## src/rtl/lifting53_row_filter.sv

```systemverilog
// Le Gall 5/3 integer lifting stage: turns a stream of {even,odd} pixel pairs into {L,H} coefficient
// pairs, with symmetric extension at both ends of every line and a one-pair look-ahead.
module lifting53_row_filter #(
    parameter int WIDTH    = 256,
    parameter int H_OFFSET = 128,
    localparam int PW      = $clog2(WIDTH)
) (
    input  logic          clk,
    input  logic          rst,
    input  logic [15:0]   i_pair,
    input  logic          i_valid,
    input  logic [PW-1:0] i_pixel_ptr,
    input  logic [PW-1:0] i_row_ptr,
    input  logic          i_last,
    output logic [15:0]   o_coef,
    output logic          o_valid,
    output logic [PW-1:0] o_pixel_ptr,
    output logic [PW-1:0] o_row_ptr
);

    typedef enum logic {
        IDLE = 1'b0,
        HELD = 1'b1
    } state_t;

    localparam logic signed [11:0] H_OFF = 12'(H_OFFSET);

    function automatic logic signed [11:0] ext(input logic [7:0] x);
        return signed'({4'b0000, x});
    endfunction

    // d = x_odd - floor((x_even + x_next_even) / 2)
    function automatic logic signed [11:0] detail(input logic [7:0] xe, input logic [7:0] xo,
                                                  input logic [7:0] xn);
        return ext(xo) - ((ext(xe) + ext(xn)) >>> 1);
    endfunction

    // s = x_even + floor((d_left + d_right + 2) / 4)
    function automatic logic signed [11:0] smooth(input logic [7:0] xe,
                                                  input logic signed [11:0] dl,
                                                  input logic signed [11:0] dr);
        return ext(xe) + ((dl + dr + 12'sd2) >>> 2);
    endfunction

    function automatic logic [7:0] sat(input logic signed [11:0] v);
        if (v < 12'sd0) begin
            return 8'd0;
        end
        if (v > 12'sd255) begin
            return 8'hFF;
        end
        return v[7:0];
    endfunction

    state_t             state_reg;
    state_t             state_next;

    logic [7:0]         in_even;
    logic [7:0]         in_odd;

    logic [7:0]         held_even_reg;
    logic [7:0]         held_odd_reg;
    logic [PW-1:0]      held_pix_reg;
    logic [PW-1:0]      held_row_reg;
    logic               held_first_reg;
    logic signed [11:0] d_prev_reg;

    logic               pend_valid_reg;
    logic [15:0]        pend_coef_reg;
    logic [PW-1:0]      pend_pix_reg;
    logic [PW-1:0]      pend_row_reg;

    logic               pair_done;
    logic               load_pair;
    logic               last_pair;
    logic signed [11:0] d_held;
    logic signed [11:0] dm1_held;
    logic signed [11:0] d_last;
    logic signed [11:0] dm1_last;
    logic [15:0]        coef_held;
    logic [15:0]        coef_last;

    assign in_even = i_pair[15:8];
    assign in_odd  = i_pair[7:0];

    always_ff @(posedge clk) begin
        if (rst) begin
            state_reg <= IDLE;
        end else begin
            state_reg <= state_next;
        end
    end

    always_comb begin
        state_next = state_reg;
        if (i_valid) begin
            state_next = i_last ? IDLE : HELD;
        end
    end

    always_comb begin
        // A ptr==0 pair while HELD restarts the line: the held partial pair is dropped silently.
        pair_done = i_valid && (state_reg == HELD) && (i_pixel_ptr != '0);
        load_pair = i_valid && !i_last;
        last_pair = i_valid && i_last;

        d_held    = detail(held_even_reg, held_odd_reg, in_even);
        dm1_held  = held_first_reg ? d_held : d_prev_reg;
        coef_held = {sat(smooth(held_even_reg, dm1_held, d_held)), sat((d_held >>> 1) + H_OFF)};

        // Final pair mirrors its own even sample; its left detail is the one just completed, or
        // its own when the line is a single pair.
        d_last    = detail(in_even, in_odd, in_even);
        dm1_last  = pair_done ? d_held : d_last;
        coef_last = {sat(smooth(in_even, dm1_last, d_last)), sat((d_last >>> 1) + H_OFF)};
    end

    always_ff @(posedge clk) begin
        if (rst) begin
            held_even_reg  <= '0;
            held_odd_reg   <= '0;
            held_pix_reg   <= '0;
            held_row_reg   <= '0;
            held_first_reg <= 1'b1;
            d_prev_reg     <= '0;
            pend_valid_reg <= 1'b0;
            pend_coef_reg  <= '0;
            pend_pix_reg   <= '0;
            pend_row_reg   <= '0;
        end else begin
            if (load_pair) begin
                held_even_reg  <= in_even;
                held_odd_reg   <= in_odd;
                held_pix_reg   <= i_pixel_ptr;
                held_row_reg   <= i_row_ptr;
                held_first_reg <= !pair_done;
            end
            if (pair_done) begin
                d_prev_reg <= d_held;
            end
            pend_valid_reg <= last_pair;
            if (last_pair) begin
                pend_coef_reg <= coef_last;
                pend_pix_reg  <= i_pixel_ptr;
                pend_row_reg  <= i_row_ptr;
            end
        end
    end

    // The pending slot is only full the cycle after a line end, when no held pair can complete,
    // so the two output sources never collide.
    always_ff @(posedge clk) begin
        if (rst) begin
            o_valid     <= 1'b0;
            o_coef      <= '0;
            o_pixel_ptr <= '0;
            o_row_ptr   <= '0;
        end else begin
            o_valid <= pend_valid_reg || pair_done;
            if (pend_valid_reg) begin
                o_coef      <= pend_coef_reg;
                o_pixel_ptr <= pend_pix_reg;
                o_row_ptr   <= pend_row_reg;
            end else if (pair_done) begin
                o_coef      <= coef_held;
                o_pixel_ptr <= held_pix_reg;
                o_row_ptr   <= held_row_reg;
            end
        end
    end

endmodule
```

## config.mk

```make
export PLATFORM = sky130hd
export DESIGN_NAME = lifting53_row_filter
export DESIGN_NICKNAME = d
export VERILOG_FILES = /design/src/rtl/lifting53_row_filter.sv
export SDC_FILE = /design/constraint.sdc
export NUM_CORES = 1
export LEC_CHECK = 0
export CORE_MARGIN = 5
export CORE_UTILIZATION = 45
export CTS_BUF_LIST = sky130_fd_sc_hd__clkbuf_2 sky130_fd_sc_hd__clkbuf_4 sky130_fd_sc_hd__clkbuf_8
export CTS_CLUSTER_SIZE = 10
export DETAILED_ROUTE_END_ITERATION = 10
export HOLD_SLACK_MARGIN = 0.1
export PLACE_DENSITY = 0.68
export SETUP_SLACK_MARGIN = 0.2
export SYNTH_ARGS = -nofsm -noshare
export SYNTH_HDL_FRONTEND = slang
export SYNTH_SLANG_ARGS = --single-unit
```

## constraint.sdc

```tcl
create_clock -name clk -period 6.8 [get_ports clk]
set_input_delay 1.02 -clock clk [delete_from_list [all_inputs] [get_ports clk]]
set_output_delay 1.02 -clock clk [all_outputs]
set_load 0.1 [all_outputs]
```

Word level (Yosys, flattened, before mapping) --
Index checks and enable logic that the tools add are counted.
Storage, ports and cells: logic and storage cells 81, bits in registers 109, bits of input ports 36
Cells by class: add/subtract/negate cells 12, reduce and logical (&&, ||, !) cells 9, magnitude comparators 8, mux-type cells 37
Operator list (count):
- two-way mux 8 bit | 20
- two-way mux 16 bit | 2
- adder 12 x 3 -> 12 bit, second input constant | 2
- adder 12 x 9 -> 12 bit | 2
- two-way mux 12 bit | 2
- adder 9 x 10 -> 11 bit | 2
- greater-than comparator 11 x 9 -> 1 bit, second input constant | 2
- less-than comparator 11 x 1 -> 1 bit, second input constant | 2
- adder 8 x 9 -> 10 bit, second input constant | 2
- greater-than comparator 10 x 9 -> 1 bit, second input constant | 2
- less-than comparator 10 x 1 -> 1 bit, second input constant | 2
- adder 8 x 8 -> 9 bit | 2
- subtractor 8 x 8 -> 9 bit | 2
- two-way mux 1 bit | 13
- nonzero test 8 bit | 1
- logical AND 1 bit | 4
- logical NOT 1 bit | 2
- nonzero test 2 bit | 1
- logical OR 1 bit | 1

Depth between registers and ports, before layout --
Gate-level depths: netlist (run 1).
depth in word-level cells 13, mapped depth 29

Worst setup path after synthesis (run 1) --
No wires, ideal clock.
path type input-to-reg, start point input port i_pair[8], end point register pend_coef_reg[13], stages 28, path slack 0.380 ns, library setup time 0.122 ns, arrival time 6.298 ns, cells stage by stage and2_1 fa_1 xor2_1 inv_1 ha_1 nor2b_1 o21ai_0 a21boi_0 o21a_1 or3_1 nand3_1 a21bo_2 ha_1 ha_1 o21a_1 o31a_1 o31a_1 o21ai_0 nand2b_1 xnor2_1 ha_1 or2_2 nor3_1 o21a_1 o2111a_1 a211oi_1 mux2_2 a221o_1
Between the ends: cells in the longest elaborated chain, start to end 11, elaborated cells between the ends (all ways) 16
RTL lines:
- start: declaration | line 10 | input logic [15:0] i_pair,
- adder 8 x 8 -> 9 bit | line 35 | return ext(xo) - ((ext(xe) + ext(xn)) >>> 1);
- subtractor 8 x 8 -> 9 bit | line 35
- two-way mux 12 bit | line 114 | dm1_last = pair_done ? d_held : d_last;
- adder 12 x 9 -> 12 bit | line 42 | return ext(xe) + ((dl + dr + 12'sd2) >>> 2);
- adder 12 x 3 -> 12 bit | line 42
- adder 9 x 10 -> 11 bit * | line 42
- greater-than comparator 11 x 9 -> 1 bit | line 49 | if (v > 12'sd255) begin
- two-way mux 1 bit (2 in a row) | line 49
- two-way mux 8 bit | line 52 | return v[7:0];
- two-way mux 8 bit * | line 49
- end signal: assignment | line 143 | pend_coef_reg <= coef_last;
- end: declaration | line 69 | logic [15:0] pend_coef_reg;
Mark *: on every way between the ends. The rest lies on a longest branch, timed or not. The select of a mux whose other input is x is not followed. A chain may end at the register's enable or synchronous reset.

Worst setup path after layout (run 1) --
start point input port i_pair[10], end point register o_coef[10]
Between the ends: cells in the longest elaborated chain, start to end 13, elaborated cells between the ends (all ways) 16
RTL lines:
- adder 8 x 8 -> 9 bit * | line 35
- subtractor 8 x 8 -> 9 bit * | line 35
- via d_held[2] | line 76 | logic signed [11:0] d_held;
- two-way mux 12 bit | line 108 | dm1_held = held_first_reg ? d_held : d_prev_reg;
- adder 12 x 9 -> 12 bit * | line 42
- adder 12 x 3 -> 12 bit * | line 42
- adder 9 x 10 -> 11 bit * | line 42
- greater-than comparator 11 x 9 -> 1 bit | line 49
- two-way mux 1 bit (2 in a row) | line 49
- two-way mux 8 bit | line 52
- two-way mux 8 bit * | line 49
- two-way mux 16 bit * | line 164 | end else if (pair_done) begin
- two-way mux 16 bit * | line 160 | if (pend_valid_reg) begin
- end signal: assignment | line 161 | o_coef <= pend_coef_reg;
- end signal: assignment | line 165 | o_coef <= coef_held;
- end: declaration | line 15 | output logic [15:0] o_coef,
The timed path passes the listed nets; every way through them passes the cells marked *. The select of a mux whose other input is x is not followed.

==> results by group, run 1 <==
GRT
  – Via count of the first global-routing pass: 5978
  – Global-route met3 utilization: 0.0359
  – Remaining Overflow, GRT: 0
  – Largest net degree at the start of global routing: 71
  – Antenna violations before repair: 0
  – Met1 GRT Util: 0.290
  – Global-route wire length before repair: roughly 30 mm
  – GR Layer Usage met2: 0.345
  – Gr busiest metal: met2
  – Tot GR Track Use: 0.214

Timing
  – Period minus WS final: 6360 ps
  – Fmax achieved: 0.157 GHz
  – Final hold violation count: 0
  – Final critical-path share of the clock period: 0.936
  – Count of endpoints failing setup in the final report: 0
  – Relative slew slack: 0.304
  – Skew final: 12.1 ps
  – Actual slew at the worst max-slew pin: 1040 ps
  – RSZ-0062 raised after global routing: false
  – Final setup slack of the worst path: roughly 440 ps
  – Max-slew violation count: 0

Place
  – Count of input and output buffers: 68
  – HPWL after detailed placement: between 10 and 15 mm
  – Worst slack at placement: -387 ps
  – Routability Congestion: roughly 0.90

Yosys
  – Synth top cells by count: 141 x sky130_fd_sc_hd__nand2_1, 115 x sky130_fd_sc_hd__a21oi_1, 109 x sky130_fd_sc_hd__dfxtp_1
  – Distinct cell type count of the synthesized netlist: 65
  – Number of synthesized register bits: between 100 and 150
  – Area contributors post-synth: sky130_fd_sc_hd__dfxtp_1 32%, sky130_fd_sc_hd__ha_1 13%, sky130_fd_sc_hd__a21oi_1 8.4%
  – Largest area contributor in the synthesized netlist: sky130_fd_sc_hd__dfxtp_1
  – Net count of the mapped netlist: 953
  – Cell area after synthesis: 6850 µm²
  – Post-synth top flop: sky130_fd_sc_hd__dfxtp_1
  – Fraction of post-synthesis cell area in the top cell type by area: 0.319
  – Cell with the most instances after synthesis: sky130_fd_sc_hd__nand2_1
  – Post-synthesis cell count: about 840
  – Fraction of synthesis flops using an asynchronous set or reset pin: 0
  – Mean cell area of the mapped netlist: 8.16 µm²
  – Post-synthesis sequential area ratio: 0.319
  – YS warnings: 0
  – Number of enable-type register cells in the synthesized netlist: 0

Floorplan
  – Die W: 133 µm
  – Initial Utilization: 0.454
  – I/O pins: 69
  – Full die area: ~18000 µm²
  – Placeable core region: 15100 µm²
  – Die Y-Extent: 133 µm
  – Number of rows in the core area: 45

Clock network
  – Clock transition at the registers of the reported paths: 120 ps
  – Clock insertion delay at the later pin of the skew report: approximately 410 ps
  – CTS H-tree lvls: 3
  – Hold Buf Count CTS: 0
  – Clock buffers created by TritonCTS: 9
  – Num Clock Sinks: 109
  – Root buf cell: sky130_fd_sc_hd__clkbuf_8
  – Maximum buffer depth of the clock tree: 2
  – TritonCTS clock tree: built

Finish
  – Final net count: 1086
  – Area growth from synthesis to layout: 27.0%
  – Post-layout util: 0.576
  – Sequential cell area: roughly 2200 µm²
  – Number of antenna diodes: 0
  – Multi-input combinational cell area: 4540 µm²
  – Ratio of cells with drive above 1 in the final layout: 0.180
  – Number of fill cells: 1406

Critical path
  – Startpoint of the lowest-slack register-to-register path: held_even_reg[0]$_SDFFE_PP0P_
  – Reg-to-Reg End: o_coef[10]$_SDFFE_PP0P_
  – Highest fanout seen on the critical path: 4
  – Endpoint arrival time on the critical path: around 6700 ps
  – Worst Path Class, Setup: in -> reg
  – Depth of the worst register-to-register path: 24
  – Required arrival time at the worst endpoint: 7100 ps
  – Startpoint class of the critical path: input pin
  – Crit end category: flip-flop
  – Reg-to-reg slack, setup: a little under 900 ps

Drt
  – Final wirelength: between 15 and 20 mm
  – Via count of the routed design: approximately 6400
  – Drt initial violations: 357
  – Number of nets still failing antenna checks after routing: 0
  – Number of DRC violations after detailed routing: 0
  – Detail-routed net length per standard cell: 16.3 µm
  – Ratio of routed vias to standard cells: about 5.5
  – DRT Pass-1 Iters: 5

Min path
  – Hold Path Stages: 2
  – End of the worst hold path: o_coef[0]$_SDFFE_PP0P_
  – Hold path startpoint: pend_coef_reg[0]$_SDFFE_PP0P_
  – Worst min-delay path category: reg -> reg

Power and ir drop
  – Pwr per Cell Area: 370 nW/µm²
  – Peak supply drop: 0.176 mV
  – Leakage dissipation: 3.64 nW

Run status
  – Outcome: finished clean

Run
  – Reported max-cap violation count: 0
[layout make-up]
class / count / area share
clock inverters: 6 / 0.00791
multi-input cells: 646 / 0.522
well taps: 188 / 0.0270
flip-flops and latches: 109 / 0.251
inverters: 47 / 0.0203
clock buffers: 10 / 0.0158
repair buffers: 159 / 0.156
[kinds of logic after synthesis]
logic type	count (synthesis)	synth area share
flops	109	0.319
simple gates	260	0.168
compound gates	268	0.257
buf+inv	84	0.0513
mux	10	0.0161
xor+xnor	30	0.0384
fa+ha+maj	78	0.150
[worst max path at each step]
stage,startpoint,endpoint,slack (ps),cells past startpoint
6_report,i_pair[10],o_coef[10]$_SDFFE_PP0P_,440,25
5_1_grt,i_pair[10],o_coef[10]$_SDFFE_PP0P_,210,28
4_1_cts,i_pair[8],pend_coef_reg[15]$_SDFFE_PP0P_,200,29
3_5_place_dp,i_pair[9],pend_coef_reg[15]$_SDFFE_PP0P_,-390,28
3_3_place_gp,i_pair[8],pend_coef_reg[10]$_SDFFE_PP0P_,-380,29
2_1_floorplan,i_pair[8],pend_coef_reg[13]$_SDFFE_PP0P_,380,28
[repair_timing]
| item | in CTS | in global routing |
|---|---|---|
| hold endpoints to repair | 0 | 0 |
| gates cloned | 0 | 0 |
| resized for setup | 8 | 44 |
| setup buffers | 0 | 4 |
| pin swaps | 2 | 19 |
| endpoints found under the setup margin | 16 | 16 |
[per-stage QoR]
stage | cells | instance area [µm²] | hold WS [ps] | total power, mW | TNS [ps]
after floorplan | 839 | 6850 | 425 | 2.01 | 0
final | 1165 | 8700 | 452 | 3.22 | 0
after detailed placement | 1145 | 8250 | 446 | 2.70 | -5070
after CTS | 1161 | 8480 | 464 | 3.13 | 0
after global placement | 1145 | 8250 | 435 | 2.68 | -4510
after global routing | 1165 | 8700 | 481 | 3.47 | 0
[cells in the final DEF (no fill, tap or decap), drive strengths merged, types with 9 or more instances in the layout]
cell           instances
nand2                141
a21oi                115
dfxtp                109
buf                   92
ha                    71
clkdlybuf4s50         65
nor2                  62
inv                   49
o21ai                 36
xnor2                 25
a22o                  21
o21a                  11
a21o                  10
clkbuf                10
a221oi                 9
nor2b                  9
a211oi                 9
[critical path: stages]
cell and delay, ps:
sky130_fd_sc_hd__clkdlybuf4s50_1 540, sky130_fd_sc_hd__ha_4 240, sky130_fd_sc_hd__xor2_2 180, sky130_fd_sc_hd__buf_4 140
sky130_fd_sc_hd__fa_1 430, sky130_fd_sc_hd__buf_4 150, sky130_fd_sc_hd__xnor2_1 120, sky130_fd_sc_hd__buf_4 140
sky130_fd_sc_hd__buf_4 140, sky130_fd_sc_hd__mux2_2 260, sky130_fd_sc_hd__ha_1 300, sky130_fd_sc_hd__inv_1 60
sky130_fd_sc_hd__fa_1 560, sky130_fd_sc_hd__inv_1 60, sky130_fd_sc_hd__ha_1 210, sky130_fd_sc_hd__fa_1 390
sky130_fd_sc_hd__and2_1 180, sky130_fd_sc_hd__o21ai_0 310, sky130_fd_sc_hd__a21oi_2 140, sky130_fd_sc_hd__o41ai_4 380
sky130_fd_sc_hd__nor4_2 80, sky130_fd_sc_hd__buf_4 180, sky130_fd_sc_hd__buf_4 140, sky130_fd_sc_hd__o31ai_2 230
sky130_fd_sc_hd__a21oi_1 70
[per-layer routing]
layer,vias up,share of wire
li1,3226,-
met5,-,0
met4,0,0.028
met1,3005,0.48
met2,133,0.46
met3,29,0.039
[power breakdown]
part	total [mW]	switching, mW	leakage [nW]	internal (mW)
sequential	0.739	0.0436	0.889	0.695
clock	0.416	0.262	0.101	0.154
combinational	2.07	1.06	2.65	1.00
total	3.22	1.37	3.64	1.85
Note: power is estimated with default switching activity, not from simulation.
==> run 2: changes to the inputs <==
CORE_ASPECT_RATIO = 0.5   (was default)
CORE_UTILIZATION = 54   (was 45)
PLACE_DENSITY = 0.79   (was 0.68)
==> results by group, run 2 (synthesized netlist as in run 1, its figures left out) <==
Clock network
  – Clock insertion delay at the later pin of the skew report: approximately 400 ps
  – Root buf cell: sky130_fd_sc_hd__clkbuf_8
  – TritonCTS clock tree: built
  – Num Clock Sinks: about 110
  – Clock transition at the registers of the reported paths: 120 ps
  – Clock buffers created by TritonCTS: 9
  – Maximum buffer depth of the clock tree: 2
  – Hold Buf Count CTS: 0
  – CTS H-tree lvls: 3

Finish
  – Number of fill cells: roughly 1100
  – Sequential cell area: 2180 µm²
  – Most common cell after layout, fill and taps aside: sky130_fd_sc_hd__nand2_1
  – Most frequent cells in the layout: 141 x sky130_fd_sc_hd__nand2_1, 109 x sky130_fd_sc_hd__a21oi_1, 108 x sky130_fd_sc_hd__dfxtp_1
  – Ratio of cells with drive above 1 in the final layout: 0.163
  – Count of non-filler cells in the finished layout: 1148
  – Number of antenna diodes: 0
  – Post-layout util: 0.682
  – Area growth from synthesis to layout: 25.1%
  – Final net count: 1087
  – Multi-input combinational cell area: 4430 µm²

Power and ir drop
  – Peak supply drop: 0.208 mV
  – Leakage dissipation: 3.63 nW
  – Pwr per Cell Area: 362 nW/µm²

Critical path
  – Slowest cell on the critical path: sky130_fd_sc_hd__clkdlybuf4s50_1
  – Required arrival time at the worst endpoint: 7090 ps
  – Crit end category: flip-flop
  – Most repeated library cell on the critical path: sky130_fd_sc_hd__ha_1
  – Worst Path Class, Setup: in -> reg
  – Startpoint class of the critical path: input pin
  – Maximum cell stage delay along the critical path: 480 ps
  – Highest fanout seen on the critical path: 8
  – Endpoint arrival time on the critical path: approximately 6700 ps

Timing
  – Max-slew violation count: 0
  – Actual slew at the worst max-slew pin: 1000 ps
  – RSZ-0062 raised after global routing: false
  – Final hold violation count: 0
  – Relative slew slack: 0.328
  – Count of endpoints failing setup in the final report: 0
  – Period minus WS final: 6370 ps
  – Worst hold slack: 464 ps
  – Fmax achieved: between 0.15 and 0.2 GHz
  – Final setup slack of the worst path: 426 ps
  – Skew final: approximately 6.3 ps
  – Final critical-path share of the clock period: 0.937
  – Total Negative Setup Slacks: 0 ps

Drt
  – Drt initial violations: 496
  – Ratio of routed vias to standard cells: 5.81
  – Detail-routed net length per standard cell: between 15 and 20 µm
  – DRT Pass-1 Iters: 5
  – Number of DRC violations after detailed routing: 0
  – Via count of the routed design: 6669
  – Number of nets still failing antenna checks after routing: 0
  – Final wirelength: a little under 20 mm

GRT
  – Largest net degree at the start of global routing: 72
  – Remaining Overflow, GRT: 0
  – Tot GR Track Use: 0.257
  – Via count of the first global-routing pass: between 6000 and 7000
  – Global-route wire length before repair: between 30 and 40 mm
  – Antenna violations before repair: 0

Floorplan
  – Placeable core region: 12600 µm²
  – Number of rows in the core area: 29
  – Full die area: between 15000 and 20000 µm²
  – Die W: 169 µm
  – I/O pins: 69
  – Die Y-Extent: 89.6 µm
  – Initial Utilization: 0.545

Place
  – HPWL after detailed placement: 14.6 mm
  – Worst slack at placement: -350 ps
  – Routability Congestion: 0.949
  – Count of input and output buffers: 68
  – Number of placed instances, taps included: 1129

Run status
  – Outcome: finished clean

Run
  – Reported max-cap violation count: 0

Min path
  – Worst min-delay path category: reg -> reg
==> run 2: cell types whose count changed in the layout (fill, tap and decap cells not counted), sizes merged <==
cell and delta:
inv +2, buf +1, clkinv -1, clkinvlp -1
==> run 2: path summary, 6_finish.rpt <==
path / slack (ps) / cells after the start / end / from
worst max-delay path: 430 / 28 / pend_coef_reg[10]$_SDFFE_PP0P_ / i_pair[10]
worst min-delay path: 460 / 2 / held_odd_reg[0]$_SDFFE_PP0P_ / held_odd_reg[0]$_SDFFE_PP0P_
worst min register to register: 460 / 2 / held_odd_reg[0]$_SDFFE_PP0P_ / held_odd_reg[0]$_SDFFE_PP0P_
worst max register to register: 900 / 28 / pend_coef_reg[10]$_SDFFE_PP0P_ / held_even_reg[1]$_SDFFE_PP0P_
==> run 2: per-layer routing <==
metal | vias up | global-route usage | part of all wire
met4 | 0 | 0.0416 | 0.010
met1 | 3204 | 0.347 | 0.47
met2 | 210 | 0.441 | 0.45
li1 | 3231 | - | -
met5 | - | 0 | 0
met3 | 24 | 0.0516 | 0.074
==> run 2: repair_timing <==
action,in CTS,in global routing
buffers inserted,0,3
gates cloned,0,0
pin swaps,2,17
resized for setup,9,21
setup endpoints to repair,12,16
==> run 2: final cells by class <==
class / count / area share
Multi-Input combinational cell: 646 / 0.517
Sequential cell: 109 / 0.255
Timing Repair Buffer: 160 / 0.160
Tap cell: 170 / 0.0248
Inverter: 47 / 0.0206
Clock buffer: 10 / 0.0161
Clock inverter: 6 / 0.00730
==> run 2: critical path: cells and delay by family <==
family	cells	cell delay, ps
AOI/OAI and AO/OA	12	2020
xor gates and xnor gates	2	280
adders and majority gates	5	1360
buffers and inverters	2	540
muxes	1	330
and+or+nand+nor	6	1110
==> run 2: through the flow <==
stage / total power, mW / area (µm²)
final: 3.10 / 8570
after global routing: 3.34 / 8570
after CTS: 3.07 / 8460
after detailed placement: 2.64 / 8240
after global placement: 2.62 / 8240
after floorplan: 2.01 / 6850
==> run 2: report_power, final <==
group / switching, mW / internal (mW)
Sequential: 0.0500 / 0.695
Clock: 0.257 / 0.154
Combinational: 1.01 / 0.935
Total: 1.31 / 1.78
==> run 3: changes to the inputs <==
CORE_MARGIN = default   (was 5)
SLEW_MARGIN = 40   (was default)
==> results by group, run 3 (synthesized netlist as in run 1, its figures left out) <==
Power and ir drop
  – Sum of internal, switching and leakage power: 3.26 mW
  – Leakage dissipation: 3.74 nW
  – Pwr per Cell Area: 382 nW/µm²
  – Peak supply drop: 0.245 mV

Finish
  – Ratio of cells with drive above 1 in the final layout: 0.218
  – Post-route standard cell area excluding fillers: 8530 µm²
  – Final net count: approximately 1100
  – Number of antenna diodes: 0
  – Most frequent cells in the layout: 140 x sky130_fd_sc_hd__nand2_1, 108 x sky130_fd_sc_hd__dfxtp_1, 106 x sky130_fd_sc_hd__a21oi_1
  – Most common cell after layout, fill and taps aside: sky130_fd_sc_hd__nand2_1
  – Area growth from synthesis to layout: 24.6%

Floorplan
  – I/O pins: 69
  – Full die area: ~13000 µm²
  – Initial Utilization: 0.567
  – Number of rows in the core area: 28
  – Die Y-Extent: 81.6 µm
  – Die W: 161 µm
  – Placeable core region: between 10000 and 15000 µm²

Timing
  – Final setup slack of the worst path: 343 ps
  – Skew final: between 15 and 20 ps
  – Fmax achieved: between 0.15 and 0.2 GHz
  – Total Negative Setup Slacks: 0 ps
  – Period minus WS final: 6460 ps
  – Final critical-path share of the clock period: 0.950
  – Count of endpoints failing setup in the final report: 0
  – Worst hold slack: ~460 ps
  – RSZ-0062 raised after global routing: true
  – Final hold violation count: 0
  – Relative slew slack: 0.462
  – Actual slew at the worst max-slew pin: around 800 ps
  – Max-slew violation count: 0

Critical path
  – Kind of cell with the highest combined delay on the critical path: compound AO/OA/AOI/OAI gates
  – Required arrival time at the worst endpoint: 7080 ps
  – Buffers and inverters on the worst path: 1
  – Maximum cell stage delay along the critical path: 380 ps
  – Slowest cell on the critical path: sky130_fd_sc_hd__fa_2
  – Endpoint arrival time on the critical path: 6740 ps
  – Highest fanout seen on the critical path: 8
  – Startpoint class of the critical path: input pin
  – Worst Path Class, Setup: in -> reg
  – Crit end category: flip-flop
  – Most repeated library cell on the critical path: sky130_fd_sc_hd__o21a_1

GRT
  – Global-route wire length before repair: 31.4 mm
  – Antenna violations before repair: 0
  – Tot GR Track Use: 0.308
  – Via count of the first global-routing pass: 6291
  – Remaining Overflow, GRT: 0
  – Largest net degree at the start of global routing: 70

Drt
  – Drt initial violations: 551
  – Via count of the routed design: 6751
  – Ratio of routed vias to standard cells: just under 6
  – DRT Pass-1 Iters: 5
  – Number of DRC violations after detailed routing: 0
  – Final wirelength: roughly 20 mm
  – Number of nets still failing antenna checks after routing: 0
  – Detail-routed net length per standard cell: 17.8 µm

Run status
  – Outcome: finished clean

Clock network
  – Root buf cell: sky130_fd_sc_hd__clkbuf_8
  – Clock buffers created by TritonCTS: 9
  – TritonCTS clock tree: built
  – Num Clock Sinks: around 110
  – Maximum buffer depth of the clock tree: 2
  – Clock insertion delay at the later pin of the skew report: 390 ps
  – Clock transition at the registers of the reported paths: 110 ps
  – CTS H-tree lvls: 3

Run
  – Reported max-cap violation count: 0

Place
  – HPWL after detailed placement: 14.9 mm
  – Routability Congestion: just under 1
  – Count of input and output buffers: 68
  – Worst slack at placement: -589 ps
  – Post-DP Area: 8090 µm²

Min path
  – Worst min-delay path category: reg -> reg
run 3: cell types whose count changed in the layout (fill, tap and decap cells not counted), moves of 4 or more:
cell / previous run / this run
sky130_fd_sc_hd__buf_2: 1 / 34
sky130_fd_sc_hd__ha_1: 69 / 65
sky130_fd_sc_hd__buf_4: 92 / 97
sky130_fd_sc_hd__clkdlybuf4s50_1: 65 / 31
run 3: per-layer routing:
metal	track usage	part of all wire
met5	0	0
met4	0.0830	0.019
met3	0.0530	0.079
met2	0.504	0.44
met1	0.424	0.46
run 3: path summary, 6_finish.rpt:
path | start | to | slack [ps] | cells past startpoint
max | i_pair[8] | pend_coef_reg[12]$_SDFFE_PP0P_ | 340 | 29
min | held_pix_reg[0]$_SDFFE_PP0P_ | held_pix_reg[0]$_SDFFE_PP0P_ | 460 | 2
max reg2reg | held_even_reg[1]$_SDFFE_PP0P_ | pend_coef_reg[12]$_SDFFE_PP0P_ | 750 | 27
min reg2reg | held_pix_reg[0]$_SDFFE_PP0P_ | held_pix_reg[0]$_SDFFE_PP0P_ | 460 | 2
run 3: timing repair:
action / CTS / global route
pin swaps: 8 / 17
hold buffers: 0 / 0
setup endpoints to repair: 16 / 16
resized for setup: 19 / 32
buffers inserted: 2 / 3
run 3: through the flow:
| step | util | instances |
|---|---|---|
| floorplan | - | 839 |
| global placement | 0.683 | 1127 |
| detailed placement | 0.669 | 1127 |
| CTS | 0.692 | 1145 |
| global route | 0.706 | 1148 |
| finish | 0.706 | 1148 |
run 3: final cells by class:
class                   instances  area (µm²)
inverters                      47         176
flip-flops and latches        109        2180
well taps                     165         206
repair buffers                165        1230
clock buffers                   9         124
fillers                       962        3550
multi-input cells             646        4540
clock inverters                 7        72.6
run 3: worst min-delay path, cell delays in order, from the launching register on:
cell and delay, ps:
sky130_fd_sc_hd__dfxtp_1 330, sky130_fd_sc_hd__nand2_1 50, sky130_fd_sc_hd__a21oi_1 50
run 3: where the power goes:
part / total [mW] / internal (mW) / switching (mW)
Combinational: 2.12 / 0.988 / 1.13
Clock: 0.405 / 0.147 / 0.258
Sequential: 0.736 / 0.695 / 0.0404
Total: 3.26 / 1.83 / 1.43
